$ cat src/rtl/tx_crc5_pkg.sv
// Shared CRC-5 constants, state encoding and reference step functions for the
// HDR-DDR transmit CRC engine (x^5+x^2+1, MSB first).
package tx_crc5_pkg;

    localparam logic [4:0] CRC5_SEED = 5'h1F;
    localparam logic [4:0] CRC5_POLY = 5'h05;

    typedef enum logic [1:0] {
        IDLE  = 2'd0,
        SHIFT = 2'd1,
        DONE  = 2'd2
    } crc_state_e;

    // Galois form: shift left, xor the polynomial taps when the feedback bit is set
    function automatic logic [4:0] crc5_step(input logic [4:0] crc, input logic d);
        logic fb;
        fb = crc[4] ^ d;
        return {crc[3:0], 1'b0} ^ (fb ? CRC5_POLY : 5'h00);
    endfunction

    function automatic logic [4:0] crc5_byte(input logic [4:0] crc, input logic [7:0] data);
        logic [4:0] c;
        c = crc;
        for (int i = 7; i >= 0; i--) begin
            c = crc5_step(c, data[i]);
        end
        return c;
    endfunction

endpackage

$ cat src/rtl/tx_crc5_engine.sv
// CRC-5 generator beside the tx serializer. Bit-serial by default; define
// TX_CRC5_PARALLEL_EN to fold a whole byte per cycle.
module tx_crc5_engine
    import tx_crc5_pkg::*;
(
    input  logic       i_sys_clk,
    input  logic       i_sys_rst,
    input  logic       i_ddrccc_crc_init,
    input  logic       i_txcrc_en,
    input  logic [7:0] i_txcrc_parallel_data,
    input  logic       i_ddrccc_crc_last,
    output logic       o_crc_ready,
    output logic [4:0] o_crc_crc_value,
    output logic       o_crc_crc_valid,
    output logic       o_crc_overrun
);

    crc_state_e state_q, state_d;
    logic [4:0] crc_q, crc_d;
    logic       valid_q, valid_d;
    logic       overrun_q, overrun_d;
    logic       ready_q, ready_d;

`ifdef TX_CRC5_PARALLEL_EN

    logic [4:0] base_s;

    // Next-state: whole byte folded in one cycle; init reseeds before the fold
    always_comb begin
        state_d   = state_q;
        crc_d     = crc_q;
        valid_d   = valid_q;
        overrun_d = init_clear_overrun(i_ddrccc_crc_init, overrun_q);
        ready_d   = 1'b1;
        base_s    = i_ddrccc_crc_init ? CRC5_SEED : crc_q;
        if (i_txcrc_en) begin
            crc_d   = crc5_byte(base_s, i_txcrc_parallel_data);
            valid_d = i_ddrccc_crc_last;
            state_d = i_ddrccc_crc_last ? DONE : IDLE;
        end else if (i_ddrccc_crc_init) begin
            crc_d   = CRC5_SEED;
            valid_d = 1'b0;
            state_d = IDLE;
        end else begin
            crc_d   = crc_q;
        end
    end

    function automatic logic init_clear_overrun(input logic init, input logic ovr);
        return init ? 1'b0 : ovr;
    endfunction

`else

    logic [7:0] shreg_q, shreg_d;
    logic [2:0] cnt_q, cnt_d;
    logic       last_q, last_d;

    // Next-state: init overrides everything but may still accept the same-cycle byte
    always_comb begin
        state_d   = state_q;
        crc_d     = crc_q;
        valid_d   = valid_q;
        overrun_d = overrun_q;
        shreg_d   = shreg_q;
        cnt_d     = cnt_q;
        last_d    = last_q;
        if (i_ddrccc_crc_init) begin
            crc_d     = CRC5_SEED;
            valid_d   = 1'b0;
            overrun_d = 1'b0;
            cnt_d     = 3'd0;
            state_d   = IDLE;
            if (i_txcrc_en) begin
                shreg_d = i_txcrc_parallel_data;
                last_d  = i_ddrccc_crc_last;
                state_d = SHIFT;
            end else begin
                last_d  = 1'b0;
            end
        end else begin
            case (state_q)
                IDLE, DONE: begin
                    if (i_txcrc_en) begin
                        shreg_d = i_txcrc_parallel_data;
                        last_d  = i_ddrccc_crc_last;
                        cnt_d   = 3'd0;
                        valid_d = 1'b0;
                        state_d = SHIFT;
                    end else begin
                        state_d = state_q;
                    end
                end
                SHIFT: begin
                    crc_d = crc5_step(crc_q, shreg_q[3'd7 - cnt_q]);
                    cnt_d = cnt_q + 3'd1;
                    if (i_txcrc_en) begin
                        overrun_d = 1'b1;
                    end else begin
                        overrun_d = overrun_q;
                    end
                    if (cnt_q == 3'd7) begin
                        state_d = last_q ? DONE : IDLE;
                        valid_d = last_q;
                    end else begin
                        state_d = SHIFT;
                    end
                end
                default: begin
                    state_d = IDLE;
                end
            endcase
        end
        ready_d = (state_d != SHIFT);
    end

    // Byte datapath registers
    always_ff @(posedge i_sys_clk or negedge i_sys_rst) begin
        if (!i_sys_rst) begin
            shreg_q <= 8'h00;
            cnt_q   <= 3'd0;
            last_q  <= 1'b0;
        end else begin
            shreg_q <= shreg_d;
            cnt_q   <= cnt_d;
            last_q  <= last_d;
        end
    end

`endif

    // State and output registers
    always_ff @(posedge i_sys_clk or negedge i_sys_rst) begin
        if (!i_sys_rst) begin
            state_q   <= IDLE;
            crc_q     <= CRC5_SEED;
            valid_q   <= 1'b0;
            overrun_q <= 1'b0;
            ready_q   <= 1'b1;
        end else begin
            state_q   <= state_d;
            crc_q     <= crc_d;
            valid_q   <= valid_d;
            overrun_q <= overrun_d;
            ready_q   <= ready_d;
        end
    end

    assign o_crc_ready     = ready_q;
    assign o_crc_crc_value = crc_q;
    assign o_crc_crc_valid = valid_q;
    assign o_crc_overrun   = overrun_q;

endmodule

$ cat config.mk
export PLATFORM = sky130hd
export DESIGN_NAME = tx_crc5_engine
export DESIGN_NICKNAME = d
export VERILOG_FILES = /design/src/rtl/tx_crc5_pkg.sv /design/src/rtl/tx_crc5_engine.sv
export SDC_FILE = /design/constraint.sdc
export NUM_CORES = 1
export LEC_CHECK = 0
export BUFFER_PORTS_ARGS = -buffer_cell sky130_fd_sc_hd__clkbuf_2
export CAP_MARGIN = 5
export CORE_UTILIZATION = 40
export CTS_BUF_LIST = sky130_fd_sc_hd__clkbuf_16
export DETAILED_ROUTE_END_ITERATION = 8
export HOLD_SLACK_MARGIN = 0.15
export SYNTH_ARGS = -nofsm -noshare
export SYNTH_HDL_FRONTEND = slang
export SYNTH_SLANG_ARGS = --single-unit
$ cat constraint.sdc
create_clock -name i_sys_clk -period 4 [get_ports i_sys_clk]
set_input_delay 0.2 -clock i_sys_clk [delete_from_list [all_inputs] [get_ports i_sys_clk]]
set_output_delay 0.2 -clock i_sys_clk [all_outputs]
set_load 0.02 [all_outputs]
==> impl_results.md, run 1 <==
* Antenna Nets Post-Route at 0
* Die W at 53.1 um
* Detailed Route WL at 1950 um
* Reg-to-Reg Start: cnt_q[0]$_DFFE_PN0P_
* Pin count of the biggest net entering global routing at 23
* Vias/cell at 5.26
* Antenna violations before repair at 0
* Post-Synth XOR/XNOR Area at 0.0168
* RD Place Congestion at 0.741
* Synth area leaders: dfrtp_1, dfstp_2, mux2_2
* Number of global-route vias before repair at 710
* Post-Syn Nets at 104
* Sequential area share after synthesis at 0.534
* Final Slew Violations at 0
* Final Hold Viols at 0
* Hold Path Origin: i_txcrc_parallel_data[4]
* Crit path max fanout at 5
* Pwr dens at 462 nW/um^2
* Complex-gate fraction of the synthesized area at 0.0898
* CTS clk-pin slew, worst paths at 60 ps
* Worst Path Arrival at 1800 ps
* DR vias at 736
* Drt pass-1 iters at 3
* Setup-failing EPs final at 0
* CORE AREA at 2480 um^2
* Max H-tree Level at 1
* GRT overflow at 0
* Status: finished, final reports clean
* Distinct cells, synth at 30
* Synth Area in Simple Gates at 0.126
* Hold Path Depth at 2
* R2R setup slack at 2360 ps
* Synth warn at 0
* Post-Syn Instances at 89
* Unrepaired setup endpoints after global routing: false
* Worst skew pair latency at 250 ps
* DRT iter0 DRCs at 6
* Final setup TNS at 0 ps
* Worst hold endpoint: shreg_q[4]$_DFFE_PN0P_
* Main combinational cell family by area after synthesis: multiplexers
* Setup Skew at 3.13 ps
* Tot Pwr at 580 uW
* Final period utilization at 0.409
* Ports at 21
* Antenna cells at 0
* Drt drc at 0
* Nets@finish at 126
* GRT Util Overall at 0.164
* FP Rows at 18
* Max cap viols at 0
* Fin crit period at 1640 ps
* Tightest Pin Transition at 552 ps
* Syn avg cell area at 11.7 um^2
* Clk root buf: clkbuf_16
* Post-DP HPWL at 1360 um
* Area grow syn2layout at 20.1%
* Synth top area share at 0.383
* Mux contribution to synthesized area at 0.180
* Dpl ws at 2400 ps
* Max_slew headroom at 0.632
* Clock Tree Buf Depth at 2
* Area leader, netlist: dfrtp_1
* CTS tree: done
* Crit end category: flip-flop
* Post-synthesis cell area at 1040 um^2
* #FFs+latches synth at 22
* Fmax at 0.611 GHz
* Proportion of layout cells with a drive suffix above 1 at 0.345
* R2r worst-path depth at 4
* Leak Pwr at 0.000572 uW
* Crit path kind: reg2reg
* Worst setup SP type: flip-flop
* Die ar. at 2820 um^2
* Synth Area in Adders at 0.0240
* VDD IR max at 275 uV
* Port bufs at 20
* Initial Utilization at 0.422
* Hold Crit Class: in2reg
* Worst Path Required at 4170 ps
* Clk sinks at 22
* Reg2Reg Capture Point: o_crc_crc_value[2]$_DFFE_PN1P_
* Die Ht at 53.1 um
* Wirelength per Cell at 13.9 um
* First-pass GRT wire length at 3190 um
* CTS Buf Count at 3
* Worst Setup Slack, final at 2360 ps
## cell usage after synthesis
master	count
xnor2_1	1
mux2i_1	2
inv_1	3
mux2_2	6
nand3_1	1
o2111ai_1	1
xor2_1	1
nand2_1	6
nand2b_1	2
nor3b_1	2
mux2_1	3
inv_2	1
a21oi_1	5
nor2_1	11
clkbuf_1	3
a22oi_1	2
buf_2	1
o21ai_0	2
a32oi_1	1
ha_1	2
a211o_1	1
o31a_1	1
mux2i_2	1
dfrtp_1	16
or4_1	1
nand3b_1	3
dfstp_2	6
nor3_1	1
mux4_1	2
o21ai_2	1
## cell families (layout without fill, tap and decap cells)
family / Yosys count / in the layout
flip-flops: 22 / 22
buffers and inverters: 8 / 29
AO/OA/AOI/OAI: 14 / 14
multiplexers: 14 / 14
AND/OR/NAND/NOR: 27 / 27
XOR/XNOR: 2 / 2
adder cells (fa/ha/maj): 2 / 2
## critical path, cell delays in order (launching register included)
cell	delay (ps)
dfrtp_1	440
mux4_1	600
mux2i_2	260
or4_1	150
o2111ai_1	90
## state kept, by name (all words and copies together) (netlist names)
register / count
cnt_q: 3
o_crc_ready: 1
shreg_q: 8
o_crc_overrun: 1
o_crc_crc_valid: 1
o_crc_crc_value: 5
state_q: 2
last_q: 1
## power breakdown
part	switching [uW]	internal (uW)	total, uW
logic	51.3	44.4	95.7
clock network	76.8	133	210
registers	20.7	254	274
total	149	431	580
## repair_timing
item / in CTS / in global routing
endpoints found under the hold margin: 16 / 0
resized for setup: 0 / 0
hold buffers: 1 / 0
setup buffers: 0 / 0
## layout by cell type (no fill, tap or decap)
cell type | Yosys | final
inv_2 | 1 | 1
mux2i_2 | 1 | 1
nand2b_1 | 2 | 2
inv_1 | 3 | 3
a22oi_1 | 2 | 2
xor2_1 | 1 | 1
nand3_1 | 1 | 1
mux4_1 | 2 | 2
o2111ai_1 | 1 | 1
mux2i_1 | 2 | 2
dfrtp_1 | 16 | 16
nor3b_1 | 2 | 2
o31a_1 | 1 | 1
clkbuf_16 | 0 | 3
a211o_1 | 1 | 1
clkinv_1 | 0 | 1
nand2_1 | 6 | 6
ha_1 | 2 | 2
mux2_2 | 6 | 6
o21ai_0 | 2 | 2
nor3_1 | 1 | 1
dfstp_2 | 6 | 6
a21oi_1 | 5 | 5
o21ai_2 | 1 | 1
a32oi_1 | 1 | 1
nor2_1 | 11 | 11
clkbuf_2 | 0 | 20
mux2_1 | 3 | 3
xnor2_1 | 1 | 1
nand3b_1 | 3 | 3
or4_1 | 1 | 1
dlygate4sd3_1 | 0 | 1
## final cells by class
| class | instances | area (um^2) |
|---|---|---|
| tap | 30 | 37.5 |
| timing repair buffer | 21 | 110 |
| clock inverter | 1 | 3.75 |
| sequential | 22 | 558 |
| fill | 221 | 1220 |
| multi-input combinational | 59 | 455 |
| inverter | 4 | 15.0 |
| clock buffer | 3 | 75.1 |
## routing by layer
| layer | track usage | part of all wire | vias to the layer above |
|---|---|---|---|
| met2 | 0.274 | 0.50 | 20 |
| met4 | 0.0789 | 0.020 | 0 |
| met1 | 0.193 | 0.44 | 353 |
| li1 | - | - | 358 |
| met3 | 0.0431 | 0.045 | 5 |
| met5 | 0 | 0 | - |
## stage by stage
step                hold WS [ps]  utilization  cells  cell area (um^2)
floorplan                  -95.6            -     89              1040
global placement             211        0.471    135              1170
detailed placement           213        0.471    135              1170
CTS                          159        0.507    140              1250
global route                 168        0.507    140              1250
finish                       156        0.507    140              1250
## worst max-delay path by stage
| stage | start | end | slack (ps) | depth (start not counted) |
|---|---|---|---|---|
| 2_1_floorplan | cnt_q[0]$_DFFE_PN0P_ | o_crc_crc_value[2]$_DFFE_PN1P_ | 2490 | 4 |
| 3_3_place_gp | cnt_q[0]$_DFFE_PN0P_ | o_crc_crc_value[0]$_DFFE_PN1P_ | 2410 | 4 |
| 3_5_place_dp | cnt_q[0]$_DFFE_PN0P_ | o_crc_crc_value[2]$_DFFE_PN1P_ | 2400 | 4 |
| 4_1_cts | cnt_q[0]$_DFFE_PN0P_ | o_crc_crc_value[2]$_DFFE_PN1P_ | 2350 | 4 |
| 5_1_grt | cnt_q[0]$_DFFE_PN0P_ | o_crc_crc_value[0]$_DFFE_PN1P_ | 2260 | 4 |
| 6_report | cnt_q[0]$_DFFE_PN0P_ | o_crc_crc_value[2]$_DFFE_PN1P_ | 2360 | 4 |
Note: power is estimated with default switching activity, not from simulation.
==> inputs of run 2 (changes only) <==
ABC_AREA = 1   (was unset)
clock period = 1.55 ns   (was 4 ns; I/O delays follow)
==> run 2 against run 1 <==
  * Worst hold slack improved by 41 ps
  * Clock skew increased by 0.70 ps
  * Non-clock buffer count increased by 14
  * Register-to-register slack got worse by 2200 ps
  * Critical path type is now in2reg
==> impl_results.md, run 2 <==
* Status: finished, final reports clean
* Area grow syn2layout at 36.0%
* Post-DP HPWL at 1390 um (+2.0%)
* #FFs+latches synth at 22 (unchanged)
* Unrepaired setup endpoints after global routing: false
* Ports at 21 (unchanged)
* Port bufs at 20 (unchanged)
* Die ar. at 2890 um^2 (+2.4%)
* Commonest non-fill, non-tap cell in the layout: clkbuf_2
* VDD IR max at 745 uV (+170%)
* Nets@finish at 173 (+37%)
* Clk sinks at 22 (unchanged)
* Final Non-Filler Cells at 187 (+34%)
* Final setup TNS at 0 ps (unchanged)
* Proportion of layout cells with a drive suffix above 1 at 0.325 (-0.0206)
* Hold Crit Class: in2reg
* Crit path max fanout at 5 (unchanged)
* DR vias at 888 (+21%)
* Clk root buf: clkbuf_16
* Worst setup SP type: primary input
* Synth top area share at 0.374 (-0.00940)
* Setup Skew at 3.83 ps (+0.698 ps)
* Drt pass-1 iters at 4 (+1)
* Distinct cells, synth at 20 (-33%)
* FP Rows at 18 (unchanged)
* Synth warn at 0 (unchanged)
* CTS clk-pin slew, worst paths at 60 ps (about the same)
* Post-synth ARST share at 1.00 (unchanged)
* Max reg flops at 8 (unchanged)
* Wirelength per Cell at 10.9 um (-22%)
* First-pass GRT wire length at 3460 um (+8.7%)
* Vias/cell at 4.75 (-9.7%)
* Area leader, netlist: dfrtp_1
* Antenna violations before repair at 0 (unchanged)
* Worst Path Required at 1690 ps (-2480 ps)
* Final Hold Viols at 0 (unchanged)
* Leak Pwr at 0.000748 uW (+31%)
* Fin crit period at 1460 ps
* CTS tree: done
* Hold Slack at 197 ps (+41.1 ps)
* RD Place Congestion at 0.747 (+0.76%)
* Die Ht at 53.7 um (+1.2%)
* Tot Pwr at 1720 uW (+200%)
* Sequential area share after synthesis at 0.521 (-0.0131)
* Max_slew headroom at 0.645 (+0.0128)
* Synth area leaders: dfrtp_1, dfstp_2, inv_1
* Max H-tree Level at 1 (unchanged)
* Pin count of the biggest net entering global routing at 23 (unchanged)
* GRT overflow at 0 (unchanged)
* Post-Syn Instances at 119 (+34%)
* Crit path kind: in2reg
* Final Slew Violations at 0 (unchanged)
* Tightest Pin Transition at 533 ps (-19.3 ps)
* Clock Tree Buf Depth at 2 (unchanged)
* Dpl cells at 168 (+24%)
* Top cells by count, synth: inv_1, nand2_1, dfrtp_1
* Most common cell in the synthesized netlist: inv_1
* Initial Utilization at 0.428 (+0.00671)
* CORE AREA at 2500 um^2 (+0.91%)
* Die W at 53.7 um (+1.2%)
* Worst Path Arrival at 1600 ps (-200 ps)
* Crit end category: flip-flop
* Syn avg cell area at 9.00 um^2 (-23%)
* Drt drc at 0 (unchanged)
* Pwr dens at 1180 nW/um^2 (+160%)
* Commonest register cell after synthesis: dfrtp_1
* Antenna Nets Post-Route at 0 (unchanged)
* Layout fillers at 215 (-2.7%)
* Post-Syn Nets at 134 (+29%)
* Dpl ws at 197 ps (-2200 ps)
* Number of global-route vias before repair at 838 (+18%)
* Max cap viols at 0 (unchanged)
* Post-synthesis cell area at 1070 um^2 (+2.5%)
* Post-synth EDFFs at 0 (unchanged)
* Most frequent cells in the layout: clkbuf_2, inv_1, nand2_1
* DRT iter0 DRCs at 15 (+9)
* Setup-failing EPs final at 0 (unchanged)
* Worst Setup Slack, final at 87.3 ps (-2280 ps)
* Detailed Route WL at 2030 um (+4.2%)
* Register with the most flip-flops: shreg_q
* Final period utilization at 0.944
* Fmax at 0.684 GHz
* CTS Buf Count at 3 (unchanged)
* GRT Util Overall at 0.173 (+0.00919)
* Antenna cells at 0 (unchanged)
* Worst skew pair latency at 260 ps (about the same)
run 2: cell types whose count changed after synthesis, sizes merged, moves of 2 or more:
cell | previous run | this run
nand2b | 2 | 0
clkbuf | 3 | 0
nand3b | 3 | 0
nand2 | 6 | 22
mux2i | 3 | 0
mux4 | 2 | 0
nor3b | 2 | 0
o21ai | 3 | 7
a21oi | 5 | 12
mux2 | 9 | 0
nand3 | 1 | 15
inv | 4 | 23
run 2: worst max-delay path, stage by stage:
cell and delay, ps:
dlygate4sd3_1 530, clkbuf_2 160, inv_2 90, nand2_4 70, nand3_1 70, dlygate4sd3_1 530, o21ai_0 70
run 2: power breakdown:
| part | leakage [uW] | switching [uW] | internal [uW] |
|---|---|---|---|
| sequential | 0.000254 | 33.9 | 647 |
| clock | 0.0000511 | 210 | 513 |
| combinational | 0.000442 | 190 | 128 |
| total | 0.000748 | 434 | 1290 |
run 2: kinds of logic (layout without fill, tap and decap cells):
family	after synthesis	in the layout	synth area share
simple gates	49	49	0.254
buf+inv	24	62	0.0853
compound gates	22	22	0.117
flops	22	22	0.521
fa+ha+maj	2	2	0.0234
run 2: path summary, 6_finish.rpt:
path                                                startpoint                              to  slack [ps]  cells after the start
worst max-delay path                         i_ddrccc_crc_init              last_q$_DFFE_PN0P_          90                      7
worst max register to register            state_q[0]$_DFF_PN0_       o_crc_overrun$_DFFE_PN0P_         130                      5
worst min register to register  o_crc_crc_value[0]$_DFFE_PN1P_  o_crc_crc_value[0]$_DFFE_PN1P_         490                      2
min in group asynchronous                            i_sys_rst            cnt_q[2]$_DFFE_PN0P_         330                      2
worst min-delay path                                i_txcrc_en            state_q[1]$_DFF_PN0_         200                      4
max in group asynchronous                            i_sys_rst            state_q[1]$_DFF_PN0_         840                      2
run 2: what timing repair did:
action	in CTS	in global routing
endpoints found under the setup margin	0	1
endpoints found under the hold margin	27	0
buffers inserted	0	2
hold buffers	13	0
resized for setup	0	2
run 2: area by class of cell:
cell class	instances	area, um^2	area share
clock buffer	3	75.1	0.0515
clock inverter	1	30.0	0.0206
inverter	23	86.3	0.0593
multi-input combinational	73	422	0.290
sequential	22	561	0.385
tap	30	37.5	0.0258
timing repair buffer	35	245	0.168
run 2: metrics by stage:
stage | utilization | instance area [um^2]
2_1_floorplan | - | 1070
3_3_place_gp | 0.481 | 1200
3_5_place_dp | 0.481 | 1200
4_1_cts | 0.576 | 1440
5_1_grt | 0.583 | 1460
6_report | 0.583 | 1460
run 2: metal layers:
layer | wire length [um] | track usage
met5 | 0 | 0
met4 | 21 | 0.0702
met3 | 73 | 0.0424
met2 | 918 | 0.278
met1 | 1020 | 0.221
